**src/rtl/muldiv_unit_if.sv**
```systemverilog
// rtl/muldiv_unit_if.sv - EX-stage handshake between the pipeline and muldiv_unit
interface muldiv_unit_if #(parameter int XLEN = 32);
  logic            start;
  logic [4:0]      alu_sel;
  logic [XLEN-1:0] op_a;
  logic [XLEN-1:0] op_b;
  logic            flush;
  logic            busy;
  logic            stall;
  logic            done;
  logic [XLEN-1:0] result;

  modport master (output start, alu_sel, op_a, op_b, flush,
                  input  busy, stall, done, result);
  modport slave  (input  start, alu_sel, op_a, op_b, flush,
                  output busy, stall, done, result);
endinterface

```
**src/rtl/muldiv_unit.sv**
```systemverilog
// rtl/muldiv_unit.sv - iterative RV32M multiply/divide unit for the EX stage
// MULDIV_FAST_MUL_EN: single-cycle combinational multiplier replaces the shift-add MUL state
module muldiv_unit #(
  parameter int XLEN  = 32,
  parameter int CNT_W = 6
) (
  input logic          clk,
  input logic          rst,
  muldiv_unit_if.slave bus
);
  typedef enum logic [2:0] {IDLE, MUL, DIV, FAST, DONE} state_t;

  state_t              state;
  logic [CNT_W-1:0]    cnt;
  logic [1:0]          sel;
  logic                neg_x;
  logic                neg_r;
  logic [XLEN-1:0]     opnd;
  logic [2*XLEN-1:0]   prod;
  logic                busy_q;
  logic                done_q;
  logic [XLEN-1:0]     result_q;

  logic                accept;
  logic                a_sgn, b_sgn, sa, sb;
  logic [XLEN-1:0]     mag_a, mag_b;
  logic                div_zero, div_ovf;
  logic [XLEN-1:0]     special_res;
  logic                sel_unused;

  assign accept = bus.start & bus.alu_sel[4] & ((state == IDLE) | (state == DONE)) & ~bus.flush;
  assign sel_unused = bus.alu_sel[3];

  // Divides: odd codes are unsigned. Multiplies: MULH signs both, MULHSU signs only op_a.
  assign a_sgn = bus.alu_sel[2] ? ~bus.alu_sel[0] : (bus.alu_sel[1:0] == 2'b01) | (bus.alu_sel[1:0] == 2'b10);
  assign b_sgn = bus.alu_sel[2] ? ~bus.alu_sel[0] : (bus.alu_sel[1:0] == 2'b01);
  assign sa    = a_sgn & bus.op_a[XLEN-1];
  assign sb    = b_sgn & bus.op_b[XLEN-1];
  assign mag_a = sa ? -bus.op_a : bus.op_a;
  assign mag_b = sb ? -bus.op_b : bus.op_b;

  assign div_zero    = bus.alu_sel[2] & (bus.op_b == '0);
  assign div_ovf     = bus.alu_sel[2] & ~bus.alu_sel[0] & (bus.op_a == {1'b1, {(XLEN-1){1'b0}}}) & (&bus.op_b);
  assign special_res = div_zero ? (bus.alu_sel[1] ? bus.op_a : '1)
                                : (bus.alu_sel[1] ? '0 : bus.op_a);

  // Restoring divide: prod holds {remainder, dividend-shifting-into-quotient}
  logic [XLEN:0]       div_shift, div_diff;
  logic [2*XLEN-1:0]   div_next;
  logic [XLEN-1:0]     quo, rem, div_res;
  assign div_shift = {prod[2*XLEN-1:XLEN], prod[XLEN-1]};
  assign div_diff  = div_shift - {1'b0, opnd};
  assign div_next  = {div_diff[XLEN] ? div_shift[XLEN-1:0] : div_diff[XLEN-1:0],
                      prod[XLEN-2:0], ~div_diff[XLEN]};
  assign quo     = div_next[XLEN-1:0];
  assign rem     = div_next[2*XLEN-1:XLEN];
  assign div_res = sel[1] ? (neg_r ? -rem : rem) : (neg_x ? -quo : quo);

`ifdef MULDIV_FAST_MUL_EN
  logic signed [XLEN:0]     ext_a, ext_b;
  logic signed [2*XLEN+1:0] fprod;
  logic [1:0]               fprod_unused;
  logic [XLEN-1:0]          fast_mul_res;
  assign ext_a        = {a_sgn & bus.op_a[XLEN-1], bus.op_a};
  assign ext_b        = {b_sgn & bus.op_b[XLEN-1], bus.op_b};
  assign fprod        = ext_a * ext_b;
  assign fprod_unused = fprod[2*XLEN+1:2*XLEN];
  assign fast_mul_res = (bus.alu_sel[1:0] == 2'b00) ? fprod[XLEN-1:0] : fprod[2*XLEN-1:XLEN];
`else
  // Shift-add: prod holds {partial product, multiplier}; opnd is the multiplicand
  logic [XLEN:0]       mul_add;
  logic [2*XLEN-1:0]   mul_next, mul_fin;
  logic [XLEN-1:0]     mul_res;
  assign mul_add  = {1'b0, prod[2*XLEN-1:XLEN]} + (prod[0] ? {1'b0, opnd} : '0);
  assign mul_next = {mul_add, prod[XLEN-1:1]};
  assign mul_fin  = neg_x ? -mul_next : mul_next;
  assign mul_res  = (sel == 2'b00) ? mul_fin[XLEN-1:0] : mul_fin[2*XLEN-1:XLEN];
`endif

  always_ff @(posedge clk) begin
    if (rst) begin
      state    <= IDLE;
      cnt      <= '0;
      sel      <= '0;
      neg_x    <= 1'b0;
      neg_r    <= 1'b0;
      opnd     <= '0;
      prod     <= '0;
      busy_q   <= 1'b0;
      done_q   <= 1'b0;
      result_q <= '0;
    end else begin
      done_q <= 1'b0;
      if (accept) begin
        cnt    <= '0;
        sel    <= bus.alu_sel[1:0];
        neg_x  <= sa ^ sb;
        neg_r  <= sa;
        busy_q <= 1'b1;
        if (bus.alu_sel[2]) begin
          opnd <= mag_b;
          if (div_zero | div_ovf) begin
            state <= FAST;
            prod  <= {{XLEN{1'b0}}, special_res};
          end else begin
            state <= DIV;
            prod  <= {{XLEN{1'b0}}, mag_a};
          end
        end else begin
`ifdef MULDIV_FAST_MUL_EN
          state <= FAST;
          prod  <= {{XLEN{1'b0}}, fast_mul_res};
`else
          state <= MUL;
          opnd  <= mag_a;
          prod  <= {{XLEN{1'b0}}, mag_b};
`endif
        end
      end else begin
        case (state)
`ifndef MULDIV_FAST_MUL_EN
          MUL: begin
            if (bus.flush) begin
              state  <= IDLE;
              busy_q <= 1'b0;
            end else begin
              prod <= mul_next;
              cnt  <= cnt + CNT_W'(1);
              if (cnt == CNT_W'(XLEN-1)) begin
                state    <= DONE;
                busy_q   <= 1'b0;
                done_q   <= 1'b1;
                result_q <= mul_res;
              end
            end
          end
`endif
          DIV: begin
            if (bus.flush) begin
              state  <= IDLE;
              busy_q <= 1'b0;
            end else begin
              prod <= div_next;
              cnt  <= cnt + CNT_W'(1);
              if (cnt == CNT_W'(XLEN-1)) begin
                state    <= DONE;
                busy_q   <= 1'b0;
                done_q   <= 1'b1;
                result_q <= div_res;
              end
            end
          end
          FAST: begin
            busy_q <= 1'b0;
            if (bus.flush) begin
              state <= IDLE;
            end else begin
              state    <= DONE;
              done_q   <= 1'b1;
              result_q <= prod[XLEN-1:0];
            end
          end
          default: state <= IDLE;
        endcase
      end
    end
  end

  assign bus.busy   = busy_q;
  assign bus.done   = done_q;
  assign bus.result = result_q;
  assign bus.stall  = busy_q | accept;
endmodule

```
**src/flat_wrapper.sv**
```systemverilog
// flat-port wrapper written by rule: the top's interface ports become plain ports
module muldiv_unit_flat 
#(
  parameter int XLEN  = 32,
  parameter int CNT_W = 6
)
  (clk, rst, bus_start, bus_alu_sel, bus_op_a, bus_op_b, bus_flush, bus_busy, bus_stall, bus_done, bus_result);
  muldiv_unit_if #(.XLEN(XLEN)) bus_i ();
  input logic clk;
  input logic rst;
  input wire logic [$bits(bus_i.start)-1:0] bus_start;
  input wire logic [$bits(bus_i.alu_sel)-1:0] bus_alu_sel;
  input wire logic [$bits(bus_i.op_a)-1:0] bus_op_a;
  input wire logic [$bits(bus_i.op_b)-1:0] bus_op_b;
  input wire logic [$bits(bus_i.flush)-1:0] bus_flush;
  output wire logic [$bits(bus_i.busy)-1:0] bus_busy;
  output wire logic [$bits(bus_i.stall)-1:0] bus_stall;
  output wire logic [$bits(bus_i.done)-1:0] bus_done;
  output wire logic [$bits(bus_i.result)-1:0] bus_result;
  assign bus_i.start = bus_start;
  assign bus_i.alu_sel = bus_alu_sel;
  assign bus_i.op_a = bus_op_a;
  assign bus_i.op_b = bus_op_b;
  assign bus_i.flush = bus_flush;
  assign bus_busy = bus_i.busy;
  assign bus_stall = bus_i.stall;
  assign bus_done = bus_i.done;
  assign bus_result = bus_i.result;
  muldiv_unit #(.XLEN(XLEN), .CNT_W(CNT_W)) u_core (.clk(clk), .rst(rst), .bus(bus_i));
endmodule
```
**config.mk**
```make
export PLATFORM = sky130hd
export DESIGN_NAME = muldiv_unit_flat
export DESIGN_NICKNAME = d
export VERILOG_FILES = /design/src/rtl/muldiv_unit_if.sv /design/src/rtl/muldiv_unit.sv /design/src/flat_wrapper.sv
export SDC_FILE = /design/constraint.sdc
export NUM_CORES = 1
export LEC_CHECK = 0
export CORE_MARGIN = 5
export CORE_UTILIZATION = 50
export DETAILED_ROUTE_END_ITERATION = 6
export PLACE_DENSITY = 0.72
export SYNTH_ARGS = -nofsm -noshare
export SYNTH_HDL_FRONTEND = slang
export SYNTH_SLANG_ARGS = --single-unit
export TNS_END_PERCENT = 20
```
**constraint.sdc**
```tcl
create_clock -name clk -period 4.65 [get_ports clk]
set_clock_uncertainty 0.2 [all_clocks]
set_input_delay 1.1625 -clock clk [delete_from_list [all_inputs] [get_ports clk]]
set_output_delay 1.1625 -clock clk [all_outputs]
set_load 0.02 [all_outputs]
```
==> results_dict.tcl, run 1 <==
set metrics [dict create \
    finalPower_w 0.00480 \
    gp_congestion 1.13 \
    min_path_type "flop to flop" \
    wl_met3_um 10100 \
    drt-met1-wl_um 29500 \
    synthCells 2620 \
    final_antenna_net_count 0 \
    cts_tree "yes" \
    clk_latency_ps 470 \
    cts_root_buffer "clkbuf_16" \
    cpMostUsedCell "a211oi_4" \
    first_global_vias 20800 \
    wl_met2_um 33500 \
    viasPerCell 6.74 \
    finalMaxSlewViolations 0 \
    synth.distinct_cells 95 \
    synth.mux.area_fraction_pct 2.96 \
    multiInputGateArea_um2 13900 \
    fmax_mhz 220 \
    syn_nets 2767 \
    setup_violations 0 \
    crit_slowest_cell "or4b_4" \
    setup.worst_path.class "flop to flop" \
    cp-start-kind "flop" \
    wl_per_cell_um 23.9 \
    maxCapViolCount 0 \
    n_antenna_cell 0 \
    rsz0062_at_grt "true" \
    nets 2997 \
    dp_slack_ps -272 \
    yosys_register_bits 143 \
    dr.first_iter.drc_count 3266 \
    dpl.hpwl_um 61000 \
    register_area_um2 2870 \
    clock_sinks 143 \
    required_ps 4830 \
    path_cells "inv_1 -> ha_1 -> a21o_1 -> a21oi_2 -> o21bai_1 -> a21o_4 -> a211oi_4 -> nor2_8 -> inv_4 -> nor2_2 -> a21oi_4 -> ha_4 -> and3_1 -> a21boi_1 -> a41oi_1 -> buf_4 -> a211oi_4 -> mux2i_1 -> or4b_4 -> a311oi_2" \
    die_area_um2 38800 \
    nFillCells 3242 \
    mostFrequentLayoutCell "nand2_1" \
    rows 68 \
    worst-path-buf-inv 3 \
    core_area_um2 34500 \
    leakage_nw 8.34 \
    ys_seq_area_share_pct 16.4 \
    r2r_setup_slack_ps 100 \
    vias 22400 \
    synth_top_family_by_area "compound AO/OA/AOI/OAI gates" \
    grt_max_degree 113 \
    power_density_nw_per_um2 221 \
    critPathTopFamily "compound AO/OA/AOI/OAI gates" \
    overflow 0 \
    synth_adder_area_share_pct 5.38 \
    cts_buffers 17 \
    synth_area_leaders "dfxtp_1 (16%), nand2_1 (7.6%), a21oi_1 (6.9%), nor2_1 (6.1%), ha_1 (5.2%)" \
    cts_buffer_depth 2 \
    htree_num_levels 4 \
    status "finished, violations left" \
    io_pins 108 \
    crit_arrival_ps 4730 \
    start_util_pct 50.6 \
    top_signal_layer_used "met5" \
    finalNonFillerCells 3318 \
    die_x_um 197 \
    portBuffers 106 \
    cp_max_fo 7 \
    ys.flop_type "dfxtp_1" \
    synth-edff-count 0 \
    wl_um 79200 \
    drive_gt1_share_pct 16.2 \
    max_stage_delay_ps 570 \
    synth-xor-area-share_pct 8.56 \
    area_growth_syn_to_layout_pct 24.1 \
    clk_pin_slew_worst_paths_ps 80 \
    antenna_found_initial 2 \
    yosysWarnings 0 \
    synth-simple-area-share_pct 28.2 \
    placedCellCount 3276 \
    die_y_um 197 \
    grt_pass1_wl_um 120000 \
    synth-compound-area-share_pct 32.2 \
    drt_pass1_iterations 7 \
    peakVddDrop_uv 281 \
    final-hold-violation-count 0 \
    fin_crit_sh_pct 97.8 \
    violations "design-rule violations" \
    synth_largest_area_cell "dfxtp_1" \
    utilization_pct 62.8 \
    synth_top_area_share_pct 16.4 \
    setup_slack_ps 102 \
    async_reset_ff_share_pct 0 \
    drcViolationCount 14 \
    netlist_area_um2 17500 \
    hold_slack_ps 252 \
    layout_common_cells "nand2_1 (352), buf_4 (307), nor2_1 (276), a21oi_1 (232), o21ai_0 (172)" \
    period_needed_ps 4550 \
    track_usage_pct 39.2 \
    endpoint_kind "flop" \
    worst_pin_slew_ps 1200 \
    synth.avg_cell_area_um2 6.67 \
    relSlewSlack_pct 19.4 \
]
## flip-flops by register name (all words and copies together) (netlist names)
signal / flops
u_core.bus.busy: 1
u_core.bus.done: 1
u_core.bus.result: 32
u_core.cnt: 6
u_core.neg_r: 1
u_core.neg_x: 1
u_core.opnd: 32
u_core.prod: 64
u_core.sel: 2
u_core.state: 3
## layout make-up
class | count | share of cell area [%]
inverter | 80 | 1.40
timing repair buffer | 417 | 15.9
clock buffer | 17 | 1.96
clock inverter | 15 | 0.848
sequential | 143 | 13.2
tap | 455 | 2.63
multi-input combinational | 2191 | 64.1
## timing repair
item | in CTS | in global routing
gates resized for setup | 14 | 56
setup buffers | 0 | 10
hold buffers | 0 | 0
gates cloned | 0 | 0
pin swaps | 2 | 16
setup endpoints to repair | 7 | 18
## power by group
part | switching [W] | internal [W]
Clock | 0.000713 | 0.000731
Combinational | 0.00128 | 0.000786
Sequential | 0.0000314 | 0.00126
## metrics by stage
stage	setup TNS, ps	area (µm²)
2_1_floorplan	0	17500
3_3_place_gp	-1680	20700
3_5_place_dp	-2550	20700
4_1_cts	-9.99	21300
5_1_grt	-161	21700
6_report	0	21700
## cell families (layout without fill, tap and decap cells)
| group | count (synthesis) | after routing |
|---|---|---|
| simple gates | 1051 | 1051 |
| compound gates | 848 | 848 |
| buf+inv | 286 | 529 |
| xor+xnor | 170 | 170 |
| flops | 143 | 143 |
| fa+ha+maj | 74 | 74 |
| mux | 48 | 48 |
## metal layers
metal | GRT usage, % | up-vias
li1 | - | 10100
met1 | 49.8 | 10300
met2 | 59.2 | 1607
met3 | 10.4 | 323
met4 | 24.3 | 2
met5 | 0 | -
## final timing paths
check,cells after the start,start,end
setup reg to reg,20,u_core.opnd[9]$_SDFFE_PP0P_,u_core.bus.result[28]$_SDFFE_PP0P_
hold / removal,2,u_core.opnd[26]$_SDFFE_PP0P_,u_core.opnd[26]$_SDFFE_PP0P_
setup / recovery,20,u_core.opnd[9]$_SDFFE_PP0P_,u_core.bus.result[28]$_SDFFE_PP0P_
hold reg to reg,2,u_core.opnd[26]$_SDFFE_PP0P_,u_core.opnd[26]$_SDFFE_PP0P_
## cells in the mapped netlist, types with 8 or more instances
master,instances
mux2i_1,36
o21ai_0,177
and2_1,29
nand3_1,85
buf_2,17
or2_2,12
nand4_1,43
o221ai_1,34
o21ai_1,12
o22ai_1,9
o41ai_1,8
o211ai_1,35
a221oi_1,45
and3_1,14
o21a_1,16
clkbuf_1,173
a21o_1,21
ha_1,72
nand2_1,353
o31ai_1,47
inv_1,76
or4_1,21
xnor2_1,89
nor2_1,284
a311oi_1,20
xor2_1,80
nor3_1,80
nor2b_1,12
dfxtp_1,143
a31oi_1,19
a21oi_1,242
a211o_1,12
nor4_1,23
mux2_2,10
a22oi_1,14
a211oi_1,39
a32oi_1,9
buf_1,15
or3_1,36
nand2b_1,17
## worst register-to-register path, stage by stage, from the launching register on
cell and delay, ps:
dfxtp_1 330, inv_1 70, ha_1 340, a21o_1 230, a21oi_2 200, o21bai_1 110, a21o_4 230, a211oi_4 380
nor2_8 80, inv_4 90, nor2_2 50, a21oi_4 140, ha_4 170, and3_1 180, a21boi_1 180, a41oi_1 70
buf_4 220, a211oi_4 220, mux2i_1 130, or4b_4 570, a311oi_2 270
No activity file was read; power rests on OpenSTA's default activity.
==> inputs of run 2 (changes only) <==
CORE_MARGIN = not set   (was 5)
CTS_CLUSTER_SIZE = 16   (was not set)
==> results_dict.tcl, run 2 (same netlist as run 1, synthesis figures left out) <==
set metrics [dict create \
    largest-register "u_core.prod" \
    viasPerCell 6.67 \
    overflow 0 \
    finalSetupTns_ps 0 \
    hold_start "u_core.opnd[18]$_SDFFE_PP0P_" \
    violations "design-rule violations" \
    p_int_w 0.00284 \
    cp-start-kind "flop" \
    peakVddDrop_uv 290 \
    die_y_um 189 \
    final_area_um2 22100 \
    wl_met2_um 34400 \
    start_util_pct 50.7 \
    finalMaxSlewViolations 0 \
    die_x_um 189 \
    final-hold-violation-count 0 \
    area_growth_syn_to_layout_pct 26.4 \
    nets 3037 \
    min_path_type "flop to flop" \
    wl_per_cell_um 23.7 \
    leakage_nw 8.62 \
    vias 22400 \
    crit_arrival_ps 4740 \
    layout_common_cells "nand2_1 (352), buf_4 (346), nor2_1 (278), a21oi_1 (227), o21ai_0 (174)" \
    cp_max_fo 6 \
    mostFrequentLayoutCell "nand2_1" \
    grt_max_degree 115 \
    p_seq_share_pct 25.9 \
    dpl_cell_area_um2 21000 \
    holdPathStages 2 \
    rr_startpoint "u_core.prod[19]$_SDFFE_PP0P_" \
    cts_hold_buf 0 \
    cts_buffers 17 \
    power_switching_w 0.00212 \
    power_density_nw_per_um2 225 \
    htree_num_levels 4 \
    hold_slack_ps 255 \
    cts_buffer_depth 2 \
    track_usage_pct 43.8 \
    setup.worst_path.class "flop to flop" \
    endpoint_kind "flop" \
    top_signal_layer_used "met4" \
    wl_um 79700 \
    worst_pin_slew_ps 968 \
    rows 68 \
    setup_violations 0 \
    dpl.hpwl_um 62400 \
    grt_pass1_wl_um 121000 \
    drt_pass1_iterations 7 \
    cts_root_buffer "clkbuf_16" \
    dr.first_iter.drc_count 2574 \
    cts_tree "yes" \
    maxCapViolCount 0 \
    clock_sinks 143 \
    final_antenna_net_count 0 \
    largest_reg_flops 64 \
    die_area_um2 35700 \
    drt-met1-wl_um 30800 \
    worstHoldEndpoint "u_core.opnd[18]$_SDFFE_PP0P_" \
    fin_crit_sh_pct 98.8 \
    r2r_setup_slack_ps 60 \
    period_needed_ps 4590 \
    clk_latency_ps 460 \
    wl_met3_um 8970 \
    reg2regPathDepth 11 \
    antenna_found_initial 1 \
    status "finished, violations left" \
    clk_pin_slew_worst_paths_ps 80 \
    placedCellCount 3323 \
    p_sw_share_pct 42.7 \
    finalNonFillerCells 3359 \
    portBuffers 106 \
    first_global_vias 20600 \
    gp_congestion 1.15 \
    relSlewSlack_pct 35.5 \
    core_area_um2 34500 \
    rr_endpoint "u_core.bus.result[31]$_SDFFE_PP0P_" \
    drcViolationCount 2 \
    drive_gt1_share_pct 17.7 \
    required_ps 4800 \
    io_pins 108 \
    fmax_mhz 218 \
    clkPwrFrac_pct 30.0 \
    pwr-share-comb_pct 44.1 \
]
-- run 2: layout make-up --
type / count / area, µm²
Multi-Input combinational cell: 2191 / 14000
Antenna cell: 1 / 2.50
Sequential cell: 143 / 2870
Fill cell: 3238 / 12400
Inverter: 80 / 303
Clock inverter: 15 / 209
Clock buffer: 17 / 425
Tap cell: 455 / 569
Timing Repair Buffer: 457 / 3750
-- run 2: power by group through the flow --
stage	sequential, W	clock [W]	combinational [W]
floorplan	0.00131	0	0.00121
global placement	0.00131	0	0.00201
detailed placement	0.00131	0	0.00203
CTS	0.00128	0.00150	0.00205
global route	0.00129	0.00154	0.00230
finish	0.00128	0.00149	0.00219
-- run 2: how the worst max path moves through the flow --
stage | depth (start not counted) | end | start | slack [ps]
3_5_place_dp | 18 | u_core.bus.result[28]$_SDFFE_PP0P_ | u_core.opnd[25]$_SDFFE_PP0P_ | -240
3_3_place_gp | 11 | u_core.bus.result[31]$_SDFFE_PP0P_ | u_core.prod[19]$_SDFFE_PP0P_ | -210
4_1_cts | 16 | u_core.bus.result[28]$_SDFFE_PP0P_ | u_core.prod[0]$_SDFFE_PP0P_ | -10
6_report | 11 | u_core.bus.result[31]$_SDFFE_PP0P_ | u_core.prod[19]$_SDFFE_PP0P_ | 60
5_1_grt | 17 | u_core.bus.result[28]$_SDFFE_PP0P_ | u_core.prod[0]$_SDFFE_PP0P_ | -2
2_1_floorplan | 24 | u_core.bus.result[30]$_SDFFE_PP0P_ | u_core.prod[31]$_SDFFE_PP0P_ | 7
-- run 2: critical path, cell delays in order (launching register included) --
cell	delay (ps)
dfxtp_1	320
or4_1	760
or3_1	570
nor3_2	560
nor2b_2	440
nand3_1	170
o21ai_0	260
xor2_1	550
a221o_1	260
a211oi_1	60
a22oi_1	230
o41ai_2	100
-- run 2: repair_timing --
| action | in CTS | in global routing |
|---|---|---|
| endpoints found under the setup margin | 9 | 17 |
| pin swaps | 2 | 13 |
| gates resized for setup | 8 | 68 |
| setup buffers | 0 | 3 |
-- run 2: per-layer routing --
layer,GRT usage [%],up-vias
li1,-,10200
met1,55.1,10400
met2,67.7,1525
met3,9.01,275
met4,28.4,0
met5,0,-
-- run 2: through the flow --
step                      power (W)  util (%)  worst slack (ps)
after floorplan             0.00251         -              7.14
after global placement      0.00332      61.0              -213
after detailed placement    0.00334      61.0              -242
after CTS                   0.00483      63.0             -11.7
after global routing        0.00513      64.1             -1.83
final                       0.00496      64.1              56.3
